===== src/rtl/fetch_unit.sv =====
// Instruction-fetch stage: PC sequencing, stall hold, redirect squash, pairs fetch_inst with its PC.
// Optional performance counters are built only when FETCH_PERF_EN is defined.
module fetch_unit #(
  parameter logic [31:0] RESET_PC = 32'h0000_0000,
  parameter logic [31:0] PC_INC   = 32'd4
) (
  input  logic        clk,
  input  logic        rst,
  output logic [31:0] curr_pc,
  input  logic [31:0] fetch_inst,
  input  logic        stall,
  input  logic        redirect_valid,
  input  logic [31:0] redirect_pc,
  output logic [31:0] if_inst,
  output logic [31:0] if_pc,
  output logic        if_valid,
  output logic [31:0] perf_fetched,
  output logic [31:0] perf_stalls
);

  logic [31:0] pc_q, pc_d;
  logic [31:0] pend_pc_q, pend_pc_d;
  logic        pend_valid_q, pend_valid_d;

  always_comb begin
    curr_pc      = pc_q;
    pc_d         = pc_q;
    pend_pc_d    = pend_pc_q;
    pend_valid_d = pend_valid_q;
    // Reset shows RESET_PC on the bus so the memory is primed with the boot word.
    if (rst) begin
      curr_pc = RESET_PC;
    end else if (redirect_valid) begin
      curr_pc = redirect_pc;
    end else if (stall) begin
      curr_pc = pend_pc_q;
    end
    if (!rst) begin
      pend_pc_d    = curr_pc;
      pend_valid_d = 1'b1;
      if (redirect_valid || !stall) begin
        pc_d = curr_pc + PC_INC;
      end
    end
  end

  always_ff @(posedge clk) begin
    if (rst) begin
      pc_q         <= RESET_PC;
      pend_pc_q    <= RESET_PC;
      pend_valid_q <= 1'b0;
    end else begin
      pc_q         <= pc_d;
      pend_pc_q    <= pend_pc_d;
      pend_valid_q <= pend_valid_d;
    end
  end

  assign if_inst  = fetch_inst;
  assign if_pc    = pend_pc_q;
  assign if_valid = pend_valid_q & ~redirect_valid;

`ifdef FETCH_PERF_EN
  logic [31:0] perf_fetched_q, perf_fetched_d;
  logic [31:0] perf_stalls_q, perf_stalls_d;

  always_comb begin
    perf_fetched_d = perf_fetched_q;
    perf_stalls_d  = perf_stalls_q;
    if (if_valid && !stall) begin
      perf_fetched_d = perf_fetched_q + 32'd1;
    end
    if (stall && pend_valid_q) begin
      perf_stalls_d = perf_stalls_q + 32'd1;
    end
  end

  always_ff @(posedge clk) begin
    if (rst) begin
      perf_fetched_q <= 32'h0;
      perf_stalls_q  <= 32'h0;
    end else begin
      perf_fetched_q <= perf_fetched_d;
      perf_stalls_q  <= perf_stalls_d;
    end
  end

  assign perf_fetched = perf_fetched_q;
  assign perf_stalls  = perf_stalls_q;
`else
  assign perf_fetched = 32'h0;
  assign perf_stalls  = 32'h0;
`endif

endmodule


===== config.mk =====
export PLATFORM = sky130hd
export DESIGN_NAME = fetch_unit
export DESIGN_NICKNAME = d
export VERILOG_FILES = /design/src/rtl/fetch_unit.sv
export SDC_FILE = /design/constraint.sdc
export NUM_CORES = 1
export LEC_CHECK = 0
export BUFFER_PORTS_ARGS = -buffer_cell sky130_fd_sc_hd__buf_2
export CAP_MARGIN = 40
export CELL_PAD_IN_SITES_DETAIL_PLACEMENT = 0
export CELL_PAD_IN_SITES_GLOBAL_PLACEMENT = 1
export CORE_ASPECT_RATIO = 1.1
export CORE_MARGIN = 10
export CORE_UTILIZATION = 33
export CTS_BUF_LIST = sky130_fd_sc_hd__clkbuf_2
export CTS_CLUSTER_DIAMETER = 30
export DETAILED_ROUTE_END_ITERATION = 8
export PLACE_DENSITY = 0.93
export SYNTH_ARGS = -nofsm -noshare
export SYNTH_HDL_FRONTEND = slang
export SYNTH_SLANG_ARGS = --single-unit

===== constraint.sdc =====
create_clock -name clk -period 3.7 [get_ports clk]
set_input_delay 0.74 -clock clk [delete_from_list [all_inputs] [get_ports clk]]
set_output_delay 0.74 -clock clk [all_outputs]
set_load 0.02 [all_outputs]

=== Word-level counts from Yosys, hierarchy flattened ===
Cells that the tools add are included.
W data, S select, Z words.

* Bits of input ports: 68
* Logic and storage cells: 12
* Output and inout port bits: 161
* Register bits: 65

* $add $sub $neg: 1
* Bitwise gates (word level): 2
* Multiplexer cells: 4
* Reductions and logical operators: 2

{| class="wikitable"
|+ Operators with widths
! operator !! number
|-
| $mux W32 || 3
|-
| $add A32 B3 Y32 const B || 1
|-
| $and A1 B1 Y1 || 1
|-
| $logic_not A1 Y1 || 1
|-
| $logic_or A1 B1 Y1 || 1
|-
| $mux W1 || 1
|-
| $not A1 Y1 || 1
|}

=== Depth between registers and ports, before layout ===
* Depth in word-level cells: 4
* Depth in mapped cells: 12
* Mapped depth without buffers: 9

=== Worst setup path before layout ===
No wires, ideal clock.

* Path type: input -> register
* From: input stall
* To: register pc_q[10]
* Setup time: 0.086 ns
* Path buffers: 3
* Data arrival time: 3.439 ns
* Cell stages on the path: 12
* Setup slack: 0.175 ns
* Path through: buf_6 -> buf_12 -> mux2i_1 -> a211oi_2 -> ha_1 -> inv_1 -> a2111oi_1 -> and4_1 -> buf_2 -> nand3_1 -> xor2_1 -> a211oi_1

* Longest elaborated chain between the ends: 4

{| class="wikitable"
|+ Ends and longest elaborated chain
! item !! line !! RTL
|-
| from (decl) || 11 || <nowiki>input logic stall,</nowiki>
|-
| $mux W32 || 35 || <nowiki>end else if (stall) begin</nowiki>
|-
| $mux W32 || 33 || <nowiki>end else if (redirect_valid) begin</nowiki>
|-
| $mux W32 || 31 || <nowiki>if (rst) begin</nowiki>
|-
| via curr_pc[2] || 9 || <nowiki>output logic [31:0] curr_pc,</nowiki>
|-
| $add A32 B3 Y32 || 42 || <nowiki>pc_d = curr_pc + PC_INC;</nowiki>
|-
| to (signal assigned) || 53 || <nowiki>pc_q <= pc_d;</nowiki>
|-
| to (decl) || 21 || <nowiki>logic [31:0] pc_q, pc_d;</nowiki>
|}

The timed path passes the listed nets, and every way through them passes these cells.
A chain may end at the register's enable or synchronous reset.

=== Worst setup path after layout ===
* From: input stall
* To: output curr_pc[20]

* Longest elaborated chain between the ends: 3

{| class="wikitable"
|+ Ends and longest elaborated chain
! item !! line
|-
| $mux W32 || 35
|-
| $mux W32 || 33
|-
| $mux W32 || 31
|-
| to (decl) || 9
|}

No other way between the ends.

==> flow_metrics.py <==
metrics = {
    "die": {
        "die_width_um": 129.9,
        "ios": 229,
        "die-area_um2": 18310,
        "design.core.area_um2": 13100,
        "fp-row-count": 44,
        "die_height_um": 140.9,
        "start_util": 0.3349,
    },
    "critical_path": {
        "worstPathMaxFanout": 16,
        "count_of_cells_along_the_worst_register_to_register_path": 9,
        "timing.reg2reg.setup_slack_ns": 0.97,
        "timing.critical_path.from_type": "input port",
        "worst-setup-path-type": "input port to output pin",
        "worst_setup_path_end_kind": "output pin",
        "worst_path_arrival_ns": 2.60,
        "cp_data_required_time_ns": 2.96,
    },
    "global_routing": {
        "initial_antenna_violation_count": 0,
        "grt_start_max_net_pins": 40,
        "gr-usage-all-layers": 0.1362,
        "grt-ovfl-total": 0,
        "grt_pass1_vias": 3877,
        "grt_first_pass_wirelength_um": 20040,
    },
    "hold_path": {
        "min_path_type": "input port to flip-flop",
        "worst_hold_path.num_cells": 3,
    },
    "routing": {
        "remaining_drc_errors": 0,
        "drtAntennaViolNets": 0,
        "vias": 3696,
        "routed_via_density": 4.954,
        "routedLengthMet1_um": 5451,
        "dr.first_iter.drc_count": 169,
        "total_wire_length_after_detailed_routing_um": 12530,
        "detail_route.wl_per_cell_um": 16.80,
        "topRoutingLayerUsed": "met4",
        "drt_first_pass_iters": 4,
        "detailroute.wirelength.met2_um": 5858,
        "dr_wl_met3_um": 1038,
    },
    "logic_synthesis": {
        "synth_seq_area_share": 0.2965,
        "ys_dominant_reg_cell": "sky130_fd_sc_hd__dfxtp_1",
        "yosys_register_bits": 65,
        "synth-async-reset-ratio": 0,
        "count_of_different_cell_masters_after_synthesis": 46,
        "syn_inst": 510,
        "synth-edff-count": 0,
        "yosys_warnings": 0,
        "synth.avg_cell_area_um2": 8.604,
        "netlist_area_um2": 4388,
    },
    "pwr": {
        "clkPwrFrac": 0.285,
        "netSwitchingPower_uw": 604.5,
        "switching_share": 0.3504,
        "power.share.combinational": 0.266,
        "power.density_cell_area_nw_per_um2": 359.0,
        "internal-power_mw": 1.121,
        "vdd.ir_drop.worst_uv": 192.4,
        "seq_power_share": 0.449,
        "power_leakage_nw": 2.150,
    },
    "clocking": {
        "cts_resized": 0,
        "ctsLongestPathBuffers": 2,
        "numCtsBuffers": 9,
        "cts_hold_buf": 0,
        "post_cts.repair.setup_buffers": 0,
        "tritoncts": "done",
        "cts.clk_slew.worst_paths_ns": 0.17,
        "clock_sink_count": 65,
        "clock_root_cell": "sky130_fd_sc_hd__clkbuf_2",
        "clk-insertion-delay-late_ns": 0.53,
        "deepest_level_of_the_cts_h_tree": 3,
    },
    "timing": {
        "final_min_period_over_clock_period": 0.9024,
        "finalSetupTns_ns": 0,
        "clock.fmax_mhz": 299.5,
        "hold_viol_final": 0,
        "grt_setup_unrepaired": "no",
        "worst_slew_margin_rel": 0.4970,
        "final_period_minus_worst_setup_slack_ns": 3.339,
        "worst-slew-pin-transition_ns": 0.7500,
        "worst_clock_skew_ns": 0.02893,
        "finalMaxSlewViolations": 0,
        "timing.final.setup_violations": 0,
    },
    "layout": {
        "layout_common_cells": "sky130_fd_sc_hd__buf_2 (100), sky130_fd_sc_hd__dfxtp_1 (65), sky130_fd_sc_hd__conb_1 (64), sky130_fd_sc_hd__a211oi_1 (52), sky130_fd_sc_hd__mux2i_1 (30)",
        "layout-drive-gt1-share": 0.2855,
        "layout.nets": 649,
        "final_cells": 746,
        "multi_input_area_um2": 2390,
        "layout.area.seq_um2": 1301,
        "final_common_cell": "sky130_fd_sc_hd__buf_2",
        "fillers": 1393,
        "diodes": 0,
        "syn2layout_area_growth_pct": 9.524,
    },
    "place": {
        "place.port_buffers": 100,
        "placed_cells_incl_taps": 730,
        "finalWeightedCongestion": 0.7762,
        "dp.final_hpwl_um": 9688,
    },
    "run": {
        "cap_violations": 0,
    },
    "status": {
        "status": "complete, no violations",
    },
}
==> cell usage after synthesis, types with 8 or more instances <==
cell type	instances	share of area
sky130_fd_sc_hd__a21oi_1	9	0.010
sky130_fd_sc_hd__nor2_1	27	0.023
sky130_fd_sc_hd__a211oi_1	52	0.089
sky130_fd_sc_hd__clkbuf_1	23	0.020
sky130_fd_sc_hd__o21ai_0	15	0.017
sky130_fd_sc_hd__nor3_1	13	0.015
sky130_fd_sc_hd__and2_1	8	0.011
sky130_fd_sc_hd__mux2i_1	30	0.068
sky130_fd_sc_hd__dfxtp_1	65	0.30
sky130_fd_sc_hd__nand2_1	14	0.012
sky130_fd_sc_hd__xnor2_1	12	0.024
sky130_fd_sc_hd__inv_1	13	0.011
sky130_fd_sc_hd__a211oi_2	15	0.043
sky130_fd_sc_hd__nor2b_1	28	0.040
sky130_fd_sc_hd__buf_4	96	0.16
sky130_fd_sc_hd__and4_1	11	0.022
==> power by group through the flow <==
stage	sequential [mW]	clock (mW)	combinational [mW]
finish	0.775	0.492	0.459
global route	0.782	0.541	0.506
CTS	0.776	0.510	0.462
detailed placement	0.790	0	0.461
global placement	0.790	0	0.456
floorplan	0.814	0	0.392
==> final cells by class <==
| class | count | share of cell area |
|---|---|---|
| multi-input cells | 363 | 0.4973 |
| flip-flops and latches | 65 | 0.2708 |
| repair buffers | 127 | 0.1515 |
| well taps | 161 | 0.04192 |
| clock inverters | 6 | 0.01718 |
| inverters | 14 | 0.01093 |
| clock buffers | 10 | 0.01041 |
==> state kept, by name (all words and copies together), names as in the netlist <==
| name | cells |
|---|---|
| pend_valid_q | 1 |
| pc_q | 32 |
| if_pc | 32 |
==> per-layer routing <==
layer	track usage	up-vias
met4	0.03910	0
met2	0.2211	142
met1	0.1602	1714
met5	0	-
met3	0.05626	22
li1	-	1818
==> metrics by stage <==
stage	hold WS (ns)	setup WS, ns	area (um^2)	util	power [mW]
2_1_floorplan	0.4312	0.1753	4624	-	1.206
3_3_place_gp	0.4483	0.3246	4673	0.3567	1.246
3_5_place_dp	0.4685	0.2700	4673	0.3567	1.251
6_report	0.4682	0.3609	4806	0.3668	1.725
4_1_cts	0.4308	0.3487	4806	0.3668	1.747
5_1_grt	0.3942	0.1708	4806	0.3668	1.829
==> cell families (layout without fill, tap and decap cells) <==
kind of cell               after synthesis  count (layout)  synth area share
adders and majority gates                1               1          0.002851
xor gates and xnor gates                14              14           0.02794
DFF                                     65              65            0.2966
AOI/OAI and AO/OA                      109             109            0.1956
buffers and inverters                  145             157            0.2147
muxes                                   34              34           0.07870
and+or+nand+nor                        141             141            0.1828
other                                    1              64         0.0008546
==> critical path, stage by stage <==
cell and delay, ns:
sky130_fd_sc_hd__buf_2 0.34, sky130_fd_sc_hd__buf_4 0.38, sky130_fd_sc_hd__mux2i_1 0.15, sky130_fd_sc_hd__a211oi_1 0.67, sky130_fd_sc_hd__buf_2 0.30
==> path summary, 6_finish.rpt <==
| check | end | start |
|---|---|---|
| worst max-delay path | curr_pc[20] | stall |
| worst min-delay path | pc_q[0] | redirect_pc[0] |
| worst min register to register | pc_q[3] | pc_q[3] |
| worst max register to register | pc_q[10] | if_pc[3] |
(Power assumes the default switching activity.)
